<file path="config.mk">
export PLATFORM = sky130hd
export DESIGN_NAME = pipelined_carry_select_subtractor_flat
export DESIGN_NICKNAME = d
export VERILOG_FILES = /design/src/rtl/pipelined_carry_select_subtractor_if.sv /design/src/rtl/pipelined_carry_select_subtractor.sv /design/src/flat_wrapper.sv
export SDC_FILE = /design/constraint.sdc
export NUM_CORES = 1
export LEC_CHECK = 0
export BUFFER_PORTS_ARGS = -buffer_cell sky130_fd_sc_hd__buf_2
export CELL_PAD_IN_SITES_DETAIL_PLACEMENT = 0
export CELL_PAD_IN_SITES_GLOBAL_PLACEMENT = 1
export CORE_MARGIN = 2
export CORE_UTILIZATION = 39
export CTS_CLUSTER_SIZE = 28
export DETAILED_ROUTE_END_ITERATION = 7
export PLACE_DENSITY = 0.81
export REMOVE_ABC_BUFFERS = 1
export SYNTH_ARGS = -nofsm -noshare
export SYNTH_HDL_FRONTEND = slang
export SYNTH_SLANG_ARGS = --single-unit
</file>
<file path="constraint.sdc">
create_clock -name clk -period 2.02 [get_ports clk]
set_clock_uncertainty 0.05 [all_clocks]
set_input_delay 0.202 -clock clk [delete_from_list [all_inputs] [get_ports clk]]
set_output_delay 0.202 -clock clk [all_outputs]
set_load 0.05 [all_outputs]
</file>
<file path="src/rtl/pipelined_carry_select_subtractor_if.sv">
// Operand/result handshake bundle for the pipelined carry-select subtractor.
// The master drives operands and out_ready; the slave (the subtractor) returns results.
interface pipelined_carry_select_subtractor_if;
    logic        in_valid;
    logic        in_ready;
    logic [15:0] a;
    logic [15:0] b;
    logic        bin;
    logic        out_valid;
    logic        out_ready;
    logic [15:0] diff;
    logic        bout;
    logic        ovf;
    logic        zero;

    modport master (
        output in_valid, a, b, bin, out_ready,
        input  in_ready, out_valid, diff, bout, ovf, zero
    );

    modport slave (
        input  in_valid, a, b, bin, out_ready,
        output in_ready, out_valid, diff, bout, ovf, zero
    );
endinterface

</file>
<file path="src/rtl/pipelined_carry_select_subtractor.sv">
// 16-bit a - b - bin as a + ~b + ~bin, one 4-bit carry-select slice per pipeline stage.
// The whole pipeline advances together; a stalled output freezes every stage.
module pipelined_carry_select_subtractor #(
    parameter int WIDTH = 16,
    parameter int SLICE = 4
) (
    input logic                              clk,
    input logic                              rst_n,
    pipelined_carry_select_subtractor_if.slave bus
);

    // Both carry-in variants are formed, the registered carry picks one.
    function automatic logic [4:0] csel_nibble(
        input logic [3:0] x,
        input logic [3:0] ny,
        input logic       cin
    );
        logic [4:0] sum_c0;
        logic [4:0] sum_c1;
        sum_c0 = {1'b0, x} + {1'b0, ny};
        sum_c1 = {1'b0, x} + {1'b0, ny} + 5'd1;
        return cin ? sum_c1 : sum_c0;
    endfunction

    logic w_adv;

    // Stage 0: captured operands, ~b and the initial carry ~bin.
    logic        r_s0_valid;
    logic [15:0] r_s0_a;
    logic [15:0] r_s0_nb;
    logic        r_s0_c;

    // Stages 1..3: unconsumed upper nibbles plus completed low diff bits.
    logic        r_s1_valid;
    logic [15:4] r_s1_a;
    logic [15:4] r_s1_nb;
    logic [3:0]  r_s1_d;
    logic        r_s1_c;

    logic        r_s2_valid;
    logic [15:8] r_s2_a;
    logic [15:8] r_s2_nb;
    logic [7:0]  r_s2_d;
    logic        r_s2_c;

    logic        r_s3_valid;
    logic [15:12] r_s3_a;
    logic [15:12] r_s3_nb;
    logic [11:0] r_s3_d;
    logic        r_s3_c;

    logic        r_out_valid;
    logic [15:0] r_diff;
    logic        r_bout;
    logic        r_ovf;
    logic        r_zero;

    logic [4:0]  w_n0;
    logic [4:0]  w_n1;
    logic [4:0]  w_n2;
    logic [4:0]  w_n3;
    logic [15:0] w_diff_full;
    logic        w_a15;
    logic        w_b15;

    assign w_adv = !r_out_valid || bus.out_ready;

    assign w_n0 = csel_nibble(r_s0_a[3:0],   r_s0_nb[3:0],   r_s0_c);
    assign w_n1 = csel_nibble(r_s1_a[7:4],   r_s1_nb[7:4],   r_s1_c);
    assign w_n2 = csel_nibble(r_s2_a[11:8],  r_s2_nb[11:8],  r_s2_c);
    assign w_n3 = csel_nibble(r_s3_a[15:12], r_s3_nb[15:12], r_s3_c);

    assign w_diff_full = {w_n3[3:0], r_s3_d};
    assign w_a15       = r_s3_a[15];
    assign w_b15       = ~r_s3_nb[15];

    always_ff @(posedge clk) begin
        if (!rst_n) begin
            r_s0_valid  <= 1'b0;
            r_s0_a      <= '0;
            r_s0_nb     <= '0;
            r_s0_c      <= 1'b0;
            r_s1_valid  <= 1'b0;
            r_s1_a      <= '0;
            r_s1_nb     <= '0;
            r_s1_d      <= '0;
            r_s1_c      <= 1'b0;
            r_s2_valid  <= 1'b0;
            r_s2_a      <= '0;
            r_s2_nb     <= '0;
            r_s2_d      <= '0;
            r_s2_c      <= 1'b0;
            r_s3_valid  <= 1'b0;
            r_s3_a      <= '0;
            r_s3_nb     <= '0;
            r_s3_d      <= '0;
            r_s3_c      <= 1'b0;
            r_out_valid <= 1'b0;
            r_diff      <= '0;
            r_bout      <= 1'b0;
            r_ovf       <= 1'b0;
            r_zero      <= 1'b0;
        end else if (w_adv) begin
            // in_ready equals w_adv here, so in_valid alone marks a transfer.
            r_s0_valid  <= bus.in_valid;
            r_s0_a      <= bus.a;
            r_s0_nb     <= ~bus.b;
            r_s0_c      <= ~bus.bin;

            r_s1_valid  <= r_s0_valid;
            r_s1_a      <= r_s0_a[15:4];
            r_s1_nb     <= r_s0_nb[15:4];
            r_s1_d      <= w_n0[3:0];
            r_s1_c      <= w_n0[4];

            r_s2_valid  <= r_s1_valid;
            r_s2_a      <= r_s1_a[15:8];
            r_s2_nb     <= r_s1_nb[15:8];
            r_s2_d      <= {w_n1[3:0], r_s1_d};
            r_s2_c      <= w_n1[4];

            r_s3_valid  <= r_s2_valid;
            r_s3_a      <= r_s2_a[15:12];
            r_s3_nb     <= r_s2_nb[15:12];
            r_s3_d      <= {w_n2[3:0], r_s2_d};
            r_s3_c      <= w_n2[4];

            r_out_valid <= r_s3_valid;
            r_diff      <= w_diff_full;
            r_bout      <= ~w_n3[4];
            r_ovf       <= (w_a15 != w_b15) && (w_n3[3] != w_a15);
            r_zero      <= (w_diff_full == 16'h0000);
        end
    end

    assign bus.in_ready  = w_adv;
    assign bus.out_valid = r_out_valid;
    assign bus.diff      = r_diff;
    assign bus.bout      = r_bout;
    assign bus.ovf       = r_ovf;
    assign bus.zero      = r_zero;

endmodule
</file>
<file path="src/flat_wrapper.sv">
// flat-port wrapper written by rule: the top's interface ports become plain ports
module pipelined_carry_select_subtractor_flat 
#(
    parameter int WIDTH = 16,
    parameter int SLICE = 4
)
  (clk, rst_n, bus_in_valid, bus_a, bus_b, bus_bin, bus_out_ready, bus_in_ready, bus_out_valid, bus_diff, bus_bout, bus_ovf, bus_zero);
  pipelined_carry_select_subtractor_if bus_i ();
  input logic clk;
  input logic rst_n;
  input wire logic [$bits(bus_i.in_valid)-1:0] bus_in_valid;
  input wire logic [$bits(bus_i.a)-1:0] bus_a;
  input wire logic [$bits(bus_i.b)-1:0] bus_b;
  input wire logic [$bits(bus_i.bin)-1:0] bus_bin;
  input wire logic [$bits(bus_i.out_ready)-1:0] bus_out_ready;
  output wire logic [$bits(bus_i.in_ready)-1:0] bus_in_ready;
  output wire logic [$bits(bus_i.out_valid)-1:0] bus_out_valid;
  output wire logic [$bits(bus_i.diff)-1:0] bus_diff;
  output wire logic [$bits(bus_i.bout)-1:0] bus_bout;
  output wire logic [$bits(bus_i.ovf)-1:0] bus_ovf;
  output wire logic [$bits(bus_i.zero)-1:0] bus_zero;
  assign bus_i.in_valid = bus_in_valid;
  assign bus_i.a = bus_a;
  assign bus_i.b = bus_b;
  assign bus_i.bin = bus_bin;
  assign bus_i.out_ready = bus_out_ready;
  assign bus_in_ready = bus_i.in_ready;
  assign bus_out_valid = bus_i.out_valid;
  assign bus_diff = bus_i.diff;
  assign bus_bout = bus_i.bout;
  assign bus_ovf = bus_i.ovf;
  assign bus_zero = bus_i.zero;
  pipelined_carry_select_subtractor #(.WIDTH(WIDTH), .SLICE(SLICE)) u_core (.clk(clk), .rst_n(rst_n), .bus(bus_i));
endmodule
</file>
==> Word level (Yosys, flattened, before mapping) <==
Cells that the tools add are included.
Widths: inputs -> output; s select.
{ "word_totals": {"reg_bits": 132} }
{ "classes": {"n_addsub": 8, "eq_ne": 2, "muxes": 4, "bitwise": 4, "n_reduce_logical": 4} }
{ "ops": {"columns": ["op", "n"], "rows": [
  ["$add 4x4->5", 4],
  ["$add 5x1->5 const B", 4],
  ["$mux 5", 4],
  ["$logic_not 16->1", 1],
  ["$not 16->16", 1],
  ["$not 1->1", 3],
  ["$ne 1x1->1", 2],
  ["$logic_and 1x1->1", 1],
  ["$logic_not 1->1", 1],
  ["$logic_or 1x1->1", 1]
]} }

==> Logic depth before layout (Yosys ltp) <==
Gate-level depths: netlist of the first run.
{ "depth": {"depth_word": 5, "depth_mapped": 10, "ltp_nobuf": 10} }

==> Worst setup path before layout of the first run <==
OpenSTA, ideal clock, no wires.
{ "synth_path": {"kind": "register -> register", "start": "register u_core.r_s3_nb[12] in the netlist's numbering", "end": "register u_core.r_bout (netlist: u_core.bus.bout)", "setup_time_ps": 159, "t_arrival_ps": 1858, "required_time_ps": 1811, "setup_slack_ps": -47, "path_stages_with_launch": 10, "n_path_buf": 0, "path_cell_list": "dfxtp_1 ha_1 inv_1 fa_1 inv_1 ha_1 nand2_1 nor4_1 xnor2_1 a21oi_1"} }
{ "synth_between": {"elab_chain_len": 4} }
{ "synth_lines": {"columns": ["element", "line", "source"], "rows": [
  ["from (decl)", "pipelined_carry_select_subtractor.sv:48", "logic [15:12] r_s3_nb;"],
  ["from (signal assigned)", "pipelined_carry_select_subtractor.sv:124", "r_s3_nb <= r_s2_nb[15:12];"],
  ["$add 4x4->5 *", "pipelined_carry_select_subtractor.sv:20, pipelined_carry_select_subtractor.sv:21", null],
  ["$add 5x1->5", "pipelined_carry_select_subtractor.sv:21", "sum_c1 = {1'b0, x} + {1'b0, ny} + 5'd1;"],
  ["$mux 5 *", "pipelined_carry_select_subtractor.sv:22", "return cin ? sum_c1 : sum_c0;"],
  ["$not 1->1 *", "pipelined_carry_select_subtractor.sv:130", "r_bout <= ~w_n3[4];"],
  ["to (signal assigned)", "pipelined_carry_select_subtractor.sv:130", null],
  ["to (decl)", "pipelined_carry_select_subtractor.sv:54", "logic r_bout;"]
]} }
Every way passes the cells marked *; elsewhere a longest branch is shown, timed or not.
A chain may end at the register's enable or synchronous reset.

==> Final worst setup path of the first run <==
{ "layout_path": {"start": "register u_core.r_s2_a[8] in the netlist's numbering", "end": "register u_core.r_s3_c"} }
{ "layout_between": {"elab_chain_len": 3} }
{ "layout_lines": {"columns": ["element", "line", "source"], "rows": [
  ["from (decl)", "pipelined_carry_select_subtractor.sv:41", "logic [15:8] r_s2_a;"],
  ["from (signal assigned)", "pipelined_carry_select_subtractor.sv:117", "r_s2_a <= r_s1_a[15:8];"],
  ["$add 4x4->5 *", "pipelined_carry_select_subtractor.sv:20, pipelined_carry_select_subtractor.sv:21", null],
  ["$add 5x1->5", "pipelined_carry_select_subtractor.sv:21", null],
  ["$mux 5 *", "pipelined_carry_select_subtractor.sv:22", null],
  ["to (signal assigned)", "pipelined_carry_select_subtractor.sv:126", "r_s3_c <= w_n2[4];"],
  ["to (decl)", "pipelined_carry_select_subtractor.sv:50", "logic r_s3_c;"]
]} }
Marked as above.

==> out/results.txt, run 1 <==
#FFs+latches synth -> 132
post-synth design cell area -> 0.00544 sq mm
failing checks -> setup timing
area delta synth->final -> 29.8%
total CTS buffers -> 17
Compound-Gate Fraction of Synth Area -> 16.4%
Max-Cap Viols -> 0
vias per cell -> 4.78
Skew-Pair Late Insertion Delay -> 0.41 ns
Pleak -> 2.97 nW
Flop pwr share -> 46.6%
Final WS setup -> -0.0894 ns
largest family of logic cells by synthesized area -> simple AND/OR/NAND/NOR gates
H-tree depth -> 4
worst path cell trace -> ha_4 > inv_2 > fa_1 > inv_2 > ha_4 > nand2_4 > nor3_4 > mux2i_2 > xnor2_1 > a211oi_1
Fin. Hold Viols -> 0
maximum fanout along the worst path -> 3
Cell variety after synth -> 33
number of global-route vias before repair -> 4464
RSZ-0062 raised after global routing -> true
hpwl dp -> 6900 microns
crit start category -> register
internal power -> 4.64 mW
switch share -> 22.7%
Simple-Gate Fraction of Synth Area -> 19.3%
die area -> 0.0149 sq mm
Main synth FF type -> dfxtp_1
Sum Neg Setup Slack -> -0.132 ns
initial antenna violation count -> 0
DRT antenna net count -> 0
total number of vias -> 4517
share of post-route cells with drive strength above 1 -> 19.5%
TritonCTS clock tree -> yes
register area share after synthesis -> 48.6%
Hold Path Class -> in -> reg
Remaining DRCs -> 0
Worst path slowest cell -> fa_1
Tcrit/Tclk final -> 104%
Comb pwr share -> 8.1%
final count of pins violating max slew -> 0
initial DRC count -> 249
critical path type -> reg -> reg
first-pass GRT wire length -> 19600 microns
Max clock buf depth -> 2
Worst-path clk slew -> 0.05 ns
Synth Warn # -> 0
Final min period -> 2.11 ns
Least-Margin Pin Slew -> 0.577 ns
fillers -> 1316
Data required, critical path -> 2.30 ns
DR pass1 iterations -> 4
Final #Nets -> 814
FFs w/ async S/R, synth -> 0%
Die W -> 122 microns
Power Density -> 850 mW/mm^2
largest net degree at the start of global routing -> 128
CORE AREA -> 0.0138 sq mm
DRT Wirelength -> 11300 microns
status -> finished, violations left
Synth Area in XOR/XNOR -> 4.09%
port bufs -> 57
Cell Rows -> 43
effective utilization at floorplan -> 39.5%
Avg Inst Size Synth -> 8.18 sq um
achievable frequency -> 474 MHz
Clk pwr share -> 45.2%
max incr delay on CP -> 0.49 ns
Setup crit end kind -> register
Die Height -> 122 microns
multiplexer area fraction after synthesis -> 0.552%
setup violators final -> 2
adder-cell area share of the yosys netlist -> 6.07%
Mapped Cells -> 665
Global Route Usage Sum -> 16.4%
# diodes -> 0
WL/cell -> 11.9 microns
total gr overflow -> 0
Post-synth EDFFs -> 0
Slew HR -> 61.5%
I/O pin cnt -> 58
Pwr Total -> 6.00 mW
clk root buf -> clkbuf_16
NetSw -> 1.36 mW
clock sink total -> 132
Worst EP arrival -> 2.39 ns
RePlAce Congestion -> 0.769
Peak VDD IR -> 0.000544 V
## metrics by stage
step	std cells	instance area, sq um	util (%)	hold WS [ns]	setup WS, ns
floorplan	622	5260	-	0.248	-5.41
global placement	878	6000	43.6	0.331	-0.0744
detailed placement	878	6000	43.6	0.336	-0.179
CTS	945	7020	50.9	0.0714	-0.0862
global route	945	7060	51.3	0.0944	-0.205
finish	945	7060	51.3	0.0901	-0.0894
## placed cells by master (no fill, tap or decap), drive strengths merged
cell / synthesis / routed
a211oi: 33 / 33
a311oi: 1 / 1
clkinv: 0 / 4
o21ai: 6 / 6
xnor2: 18 / 18
mux2i: 3 / 3
a21o: 8 / 8
dlygate4sd3: 0 / 34
nor2: 41 / 41
fa: 4 / 4
nand4b: 1 / 1
clkinvlp: 0 / 1
nand2: 193 / 193
or4: 2 / 2
buf: 21 / 78
nor3b: 2 / 2
nor4: 3 / 3
o21ba: 1 / 1
inv: 25 / 24
ha: 20 / 20
nand3: 2 / 2
clkbuf: 22 / 27
or3: 2 / 2
nor3: 14 / 14
a21oi: 104 / 104
dfxtp: 132 / 132
nor2b: 1 / 1
nand4: 2 / 2
xor2: 4 / 4
## layer usage
metal	wire, microns	GRT usage, %
met1	5230	19.0
met2	5470	28.6
met3	328	4.17
met4	235	7.26
met5	0	0
## what timing repair did
action                                 4_1_cts  5_1_grt
setup endpoints to repair                   10       12
pin swaps                                   23       12
resized for setup                           36        9
setup buffers                                2        0
hold buffers                                34        0
endpoints found under the hold margin       34        0
## registers in the layout, indices dropped and copies added, names as in the netlist, 4 cells and up
| signal | cells |
|---|---|
| u_core.r_s2_d | 8 |
| u_core.r_s2_a | 8 |
| u_core.r_s1_nb | 12 |
| u_core.r_s3_nb | 4 |
| u_core.r_s2_nb | 8 |
| u_core.r_s0_nb | 16 |
| u_core.r_s1_d | 4 |
| u_core.r_s3_d | 12 |
| u_core.r_s0_a | 16 |
| u_core.bus.diff | 16 |
| u_core.r_s3_a | 4 |
| u_core.r_s1_a | 12 |
## power groups by stage
| stage | clock, mW | combinational (mW) | sequential, mW |
|---|---|---|---|
| 2_1_floorplan | 0 | 0.254 | 2.87 |
| 3_3_place_gp | 0 | 0.409 | 2.84 |
| 3_5_place_dp | 0 | 0.420 | 2.84 |
| 4_1_cts | 2.78 | 0.488 | 2.79 |
| 5_1_grt | 2.90 | 0.553 | 2.81 |
| 6_report | 2.71 | 0.489 | 2.80 |
## cell type report
class / count / area (sq um) / share of cell area (%)
timing repair buffer: 112 / 858 / 12.2
clock buffer: 27 / 503 / 7.12
clock inverter: 4 / 22.5 / 0.319
inverter: 25 / 97.6 / 1.38
sequential: 132 / 2650 / 37.6
multi-input combinational: 465 / 2700 / 38.3
tap: 180 / 225 / 3.19
## path summary, 6_finish.rpt
check                                  from                        endpoint  slack, ns  cells after the start
max reg2reg   u_core.r_s2_a[8]$_SDFFE_PN0P_      u_core.r_s3_c$_SDFFE_PN0P_      -0.09                     10
max           u_core.r_s2_a[8]$_SDFFE_PN0P_      u_core.r_s3_c$_SDFFE_PN0P_      -0.09                     10
min                                   rst_n    u_core.bus.bout$_SDFFE_PN0P_       0.09                      3
min reg2reg  u_core.r_s3_valid$_SDFFE_PN0P_  u_core.r_s3_valid$_SDFFE_PN0P_       0.40                      2
## critical path, delay by kind of cell (launching register included)
| family | cells | cell delay (ns) |
|---|---|---|
| buf+inv | 2 | 0.12 |
| fa+ha+maj | 3 | 0.77 |
| xor+xnor | 1 | 0.15 |
| simple gates | 2 | 0.26 |
| compound gates | 1 | 0.22 |
| mux | 1 | 0.10 |
| flops | 1 | 0.35 |
## kinds of logic after synthesis
logic type	after synthesis
compound gates	153
xor+xnor	22
fa+ha+maj	24
buf+inv	68
flops	132
mux	3
simple gates	263
## synthesized netlist by cell type (2+ instances only)
cell type	n	area [sq um]
nand2_1	193	724
dfxtp_1	132	2640
a21oi_1	104	521
nor2_1	41	154
a211oi_1	32	240
inv_1	24	90.1
clkbuf_1	21	78.8
ha_1	20	250
xnor2_1	18	158
nor3_1	14	70.1
buf_2	12	60.1
buf_1	9	33.8
a21o_1	7	52.6
o21ai_0	5	25.0
fa_1	4	80.1
xor2_2	4	65.1
mux2i_1	3	30.0
nor4_1	3	18.8
nand3_1	2	10.0
nand4_1	2	12.5
nor3b_1	2	15.0
or4_1	2	15.0
Note: power is estimated with default switching activity, not from simulation.
==> run 2, diff against run 1 <==
Settings changed: CORE_MARGIN 2 to default, CORE_UTILIZATION 39 to 25, PLACE_DENSITY 0.81 to 0.58.
==> out/results.txt, run 2 (synthesis results as in run 1) <==
fillers -> 2222 (+69%)
Setup crit end kind -> register
Finished Layout Cells -> 1043 (+10%)
Max clock buf depth -> 2 (unchanged)
Final #Nets -> 816 (+0.25%)
DR pass1 iterations -> 4 (unchanged)
FF+latch area -> 0.00265 sq mm (unchanged)
Least-Margin Pin Slew -> 0.627 ns (+0.0505 ns)
clk root buf -> clkbuf_16
RePlAce Congestion -> 0.742 (-3.4%)
Fin Hold WS -> 0.100 ns (+0.00989 ns)
most frequent cells in the layout -> nand2_1 (189), dfxtp_1 (124), a21oi_1 (104)
Power Density -> 882 mW/mm^2 (+3.8%)
Final min period -> 2.06 ns (-0.0504 ns)
r2r startpoint -> u_core.r_s1_a[4]$_SDFFE_PN0P_
worst reg-to-reg path cell count -> 10 (unchanged)
die area -> 0.0224 sq mm (+50%)
Data required, critical path -> 2.30 ns (about the same)
worst flop-to-flop path endpoint -> u_core.r_s2_c$_SDFFE_PN0P_
status -> finished, violations left
Hold Path Depth -> 3 (unchanged)
Pwr Total -> 6.43 mW (+7.1%)
TritonCTS clock tree -> yes
commonest non-fill, non-tap cell in the layout -> nand2_1
share of post-route cells with drive strength above 1 -> 20.6% (+1.1 points)
Pleak -> 3.00 nW (+1.0%)
Final WS setup -> -0.0391 ns (+0.0504 ns)
I/O pin cnt -> 58 (unchanged)
total CTS buffers -> 17 (unchanged)
total number of vias -> 4570 (+1.2%)
effective utilization at floorplan -> 25.7% (-14 points)
Hold Path Origin -> rst_n
worst path cell trace -> ha_4 > inv_2 > fa_1 > inv_1 > ha_2 > nand2_2 > nor3_2 > mux2i_1 > xnor2_1 > a211oi_1
initial antenna violation count -> 0 (unchanged)
DRT Wirelength -> 12400 microns (+9.7%)
achievable frequency -> 486 MHz (+2.4%)
Skew-Pair Late Insertion Delay -> 0.42 ns (about the same)
clock sink total -> 132 (unchanged)
number of global-route vias before repair -> 4747 (+6.3%)
Peak VDD IR -> 0.000510 V (-6.3%)
Die Height -> 150 microns (+22%)
hpwl dp -> 7810 microns (+13%)
# diodes -> 0 (unchanged)
initial DRC count -> 173 (-31%)
CORE AREA -> 0.0212 sq mm (+54%)
H-tree depth -> 4 (unchanged)
setup violators final -> 1 (-1)
Cell Rows -> 53 (+23%)
RSZ-0062 raised after global routing -> true
critical path type -> reg -> reg
first-pass GRT wire length -> 21600 microns (+11%)
total gr overflow -> 0 (unchanged)
Worst path slowest cell -> fa_1
Placed Area -> 0.00611 sq mm (+1.9%)
final count of pins violating max slew -> 0 (unchanged)
Tcrit/Tclk final -> 102% (-2.5 points)
port bufs -> 57 (unchanged)
largest net degree at the start of global routing -> 103 (-20%)
WL/cell -> 11.9 microns (-0.59%)
failing checks -> setup timing
crit start category -> register
DRT antenna net count -> 0 (unchanged)
maximum fanout along the worst path -> 3 (unchanged)
Worst EP arrival -> 2.34 ns (-0.05 ns)
area of the multi-input gates -> 0.00271 sq mm (+0.23%)
FF-to-FF setup slack -> -0.04 ns (+0.05 ns)
post-route cell area -> 0.00728 sq mm (+3.2%)
area delta synth->final -> 33.9%
Worst-path clk slew -> 0.06 ns (about the same)
Fin. Hold Viols -> 0 (unchanged)
max incr delay on CP -> 0.45 ns (-0.04 ns)
Global Route Usage Sum -> 12.2% (-4.2 points)
dpl cells -> 972 (+11%)
Hold Path Class -> in -> reg
vias per cell -> 4.38 (-8.3%)
Max-Cap Viols -> 0 (unchanged)
Die W -> 150 microns (+22%)
hold worst-path end -> u_core.r_s3_d[11]$_SDFFE_PN0P_
Remaining DRCs -> 0 (unchanged)
Slew HR -> 58.1% (-3.4 points)
run 2: cell types whose count changed in the layout (fill, tap and decap cells not counted), moves of 2 or more:
cell | previous run | this run
clkbuf_1 | 6 | 3
inv_2 | 4 | 6
nor3_4 | 2 | 0
inv_1 | 19 | 17
bufinv_16 | 0 | 3
nor3_2 | 5 | 7
run 2: layout make-up:
| cell class | count | area share [%] |
|---|---|---|
| well taps | 275 | 4.72 |
| multi-input cells | 465 | 37.2 |
| clock buffers | 23 | 6.56 |
| clock inverters | 9 | 1.73 |
| flip-flops and latches | 132 | 36.4 |
| repair buffers | 114 | 12.0 |
| inverters | 25 | 1.36 |
run 2: worst max-delay path by stage:
stage	from	end	slack, ns	cells past startpoint
global route	u_core.r_s1_a[4]$_SDFFE_PN0P_	u_core.r_s2_c$_SDFFE_PN0P_	-0.15	10
global placement	u_core.r_s3_nb[12]$_SDFFE_PN0P_	u_core.bus.zero$_SDFFE_PN0P_	-0.08	10
floorplan	u_core.bus.out_valid$_SDFFE_PN0P_	u_core.bus.bout$_SDFFE_PN0P_	-5.41	4
detailed placement	u_core.r_s3_nb[12]$_SDFFE_PN0P_	u_core.bus.zero$_SDFFE_PN0P_	-0.22	10
finish	u_core.r_s1_a[4]$_SDFFE_PN0P_	u_core.r_s2_c$_SDFFE_PN0P_	-0.04	10
CTS	u_core.r_s3_a[12]$_SDFFE_PN0P_	u_core.bus.zero$_SDFFE_PN0P_	-0.03	10
run 2: report_power, final:
part / internal (mW) / leakage (nW) / total (mW) / switching [mW]
registers: 2.72 / 1.09 / 2.79 / 0.0705
logic: 0.231 / 1.62 / 0.496 / 0.264
clock network: 2.03 / 0.297 / 3.14 / 1.11
run 2: what timing repair did:
action                     in CTS  in global routing
hold buffers                   34                  0
gates resized for setup        35                 13
setup endpoints to repair       7                 10
buffers inserted                3                  2
pin swaps                      21                 15
hold endpoints to repair       34                  0
run 2: per-stage QoR:
step	utilization, %	TNS (ns)	worst slack, ns
after floorplan	-	-695.85	-5.41
after global placement	28.9	-0.184	-0.0770
after detailed placement	28.9	-0.791	-0.216
after CTS	34.1	-0.0556	-0.0339
after global routing	34.4	-0.527	-0.151
final	34.4	-0.0391	-0.0391
run 2: layer usage:
layer / vias up / routed length, microns / track usage, %
met5: - / 0 / 0
met4: 0 / 156 / 4.90
met3: 16 / 416 / 3.75
met2: 53 / 5930 / 21.0
met1: 2117 / 5860 / 14.1
li1: 2384 / - / -
run 2: worst max-delay path, delay by kind of cell (launching register included):
kind                     cells  cell delay (ns)
XOR/XNOR                     1             0.13
flip-flops                   1             0.35
AO/OA/AOI/OAI                1             0.21
adder cells (fa/ha/maj)      3             0.76
buffers and inverters        2             0.10
AND/OR/NAND/NOR              2             0.26
multiplexers                 1             0.11
==> run 3, diff against run 2 <==
Settings changed: CTS_BUF_LIST from default to sky130_fd_sc_hd__clkbuf_16.
==> out/results.txt, run 3 (synthesis results as in run 1) <==
maximum fanout along the worst path -> 3 (unchanged)
final count of pins violating max slew -> 0 (unchanged)
area delta synth->final -> 33.4%
Hold Path Class -> in -> reg
first-pass GRT wire length -> 21700 microns (about the same)
Least-Margin Pin Slew -> 0.626 ns (-0.000626 ns)
Comb pwr share -> 7.9% (+0.2 points)
Worst-path clk slew -> 0.06 ns (about the same)
die area -> 0.0224 sq mm (unchanged)
total CTS buffers -> 17 (unchanged)
DRT Wirelength -> 12400 microns (about the same)
Pleak -> 2.99 nW (-0.15%)
Placed Area -> 0.00611 sq mm (unchanged)
Hold Path Origin -> rst_n
RSZ-0062 raised after global routing -> true
NetSw -> 1.44 mW (-0.14%)
setup violators final -> 1 (unchanged)
Max-Cap Viols -> 0 (unchanged)
share of post-route cells with drive strength above 1 -> 20.2% (-0.39 points)
vias per cell -> 4.37 (-0.26%)
number of global-route vias before repair -> 4750 (+0.063%)
WL/cell -> 11.8 microns (about the same)
effective utilization at floorplan -> 25.7% (unchanged)
Remaining DRCs -> 0 (unchanged)
dpl cells -> 972 (unchanged)
Peak VDD IR -> 0.000507 V (-0.42%)
Global Route Usage Sum -> 12.2% (unchanged)
CORE AREA -> 0.0212 sq mm (unchanged)
Cell Rows -> 53 (unchanged)
port bufs -> 57 (unchanged)
DR pass1 iterations -> 4 (unchanged)
setup slack after placement -> -0.216 ns (unchanged)
Final WS setup -> -0.0323 ns (+0.00673 ns)
utilization after layout -> 34.3% (-0.14 points)
Die W -> 150 microns (unchanged)
Fin. Hold Viols -> 0 (unchanged)
H-tree depth -> 4 (unchanged)
initial DRC count -> 155 (-10%)
initial antenna violation count -> 0 (unchanged)
clk root buf -> clkbuf_16
# diodes -> 0 (unchanged)
switch share -> 22.8% (+0.43 points)
Setup crit end kind -> register
critical path type -> reg -> reg
clock sink total -> 132 (unchanged)
DRT antenna net count -> 0 (unchanged)
Final min period -> 2.05 ns (-0.00673 ns)
Finished Layout Cells -> 1043 (unchanged)
Pwr Total -> 6.30 mW (-2.0%)
Max clock buf depth -> 2 (unchanged)
hpwl dp -> 7810 microns (unchanged)
achievable frequency -> 487 MHz (+0.33%)
Worst EP arrival -> 2.34 ns (about the same)
most frequent cells in the layout -> nand2_1 (189), dfxtp_1 (124), a21oi_1 (104)
crit start category -> register
status -> finished, violations left
TritonCTS clock tree -> yes
post-route cell area -> 0.00725 sq mm (-0.41%)
RePlAce Congestion -> 0.742 (unchanged)
Final #Nets -> 816 (unchanged)
Power Density -> 868 mW/mm^2 (-1.6%)
CP delay by family, top -> adder cells
failing checks -> setup timing
Sum Neg Setup Slack -> -0.0323 ns (+0.00673 ns)
r2r startpoint -> u_core.r_s1_a[4]$_SDFFE_PN0P_
Worst Path Buf+Inv -> 2 (unchanged)
Fin Hold WS -> 0.103 ns (+0.00298 ns)
Slew HR -> 58.2% (about the same)
Skew-Pair Late Insertion Delay -> 0.42 ns (about the same)
commonest non-fill, non-tap cell in the layout -> nand2_1
max incr delay on CP -> 0.45 ns (about the same)
Critical Path Start -> u_core.r_s1_a[4]$_SDFFE_PN0P_
Data required, critical path -> 2.30 ns (about the same)
total gr overflow -> 0 (unchanged)
I/O pin cnt -> 58 (unchanged)
FF-to-FF setup slack -> -0.03 ns (about the same)
worst path cell trace -> ha_4 > inv_2 > fa_1 > inv_1 > ha_2 > nand2_2 > nor3_2 > mux2i_1 > xnor2_1 > a211oi_1
Die Height -> 150 microns (unchanged)
total number of vias -> 4558 (-0.26%)
Clk pwr share -> 47.7% (-1.1 points)
internal power -> 4.86 mW (-2.6%)
Tcrit/Tclk final -> 102% (-0.33 points)
Flop pwr share -> 44.4% (+0.9 points)
largest net degree at the start of global routing -> 103 (unchanged)
Worst path slowest cell -> fa_1
-- run 3: cell type report --
class | instances | area, sq um
clock inverter | 15 | 149
clock buffer | 17 | 425
timing repair buffer | 114 | 877
multi-input combinational | 465 | 2710
inverter | 25 | 98.8
fill | 2227 | 13900
sequential | 132 | 2650
tap | 275 | 344
-- run 3: worst reg2reg max path: stages, from the launching register on --
cell,delay [ns]
dfxtp_2,0.35
ha_4,0.14
inv_2,0.03
fa_1,0.45
inv_1,0.07
ha_2,0.17
nand2_2,0.08
nor3_2,0.18
mux2i_1,0.11
xnor2_1,0.13
a211oi_1,0.21
-- run 3: power by group through the flow --
| stage | registers (mW) | logic [mW] | clock network, mW |
|---|---|---|---|
| 6_report | 2.79 | 0.496 | 3.00 |
| 5_1_grt | 2.81 | 0.561 | 3.24 |
| 4_1_cts | 2.79 | 0.497 | 3.12 |
| 3_5_place_dp | 2.85 | 0.428 | 0 |
| 3_3_place_gp | 2.84 | 0.421 | 0 |
| 2_1_floorplan | 2.87 | 0.254 | 0 |
-- run 3: final timing paths --
check,end,cells past startpoint
setup / recovery,u_core.r_s2_c$_SDFFE_PN0P_,10
hold / removal,u_core.r_s3_d[11]$_SDFFE_PN0P_,3
setup reg to reg,u_core.r_s2_c$_SDFFE_PN0P_,10
hold reg to reg,u_core.bus.diff[8]$_SDFFE_PN0P_,2
-- run 3: metal layers --
layer | part of all wire, % | track usage, %
met4 | 1.4 | 5.05
met2 | 49 | 21.1
met5 | 0 | 0
met3 | 3.5 | 3.66
met1 | 47 | 14.0
-- run 3: timing repair --
| item | 4_1_cts | 5_1_grt |
|---|---|---|
| hold endpoints to repair | 34 | 0 |
| hold buffers | 34 | 0 |
| setup buffers | 3 | 2 |
| pin swaps | 21 | 15 |
| gates resized for setup | 35 | 13 |
| setup endpoints to repair | 7 | 10 |
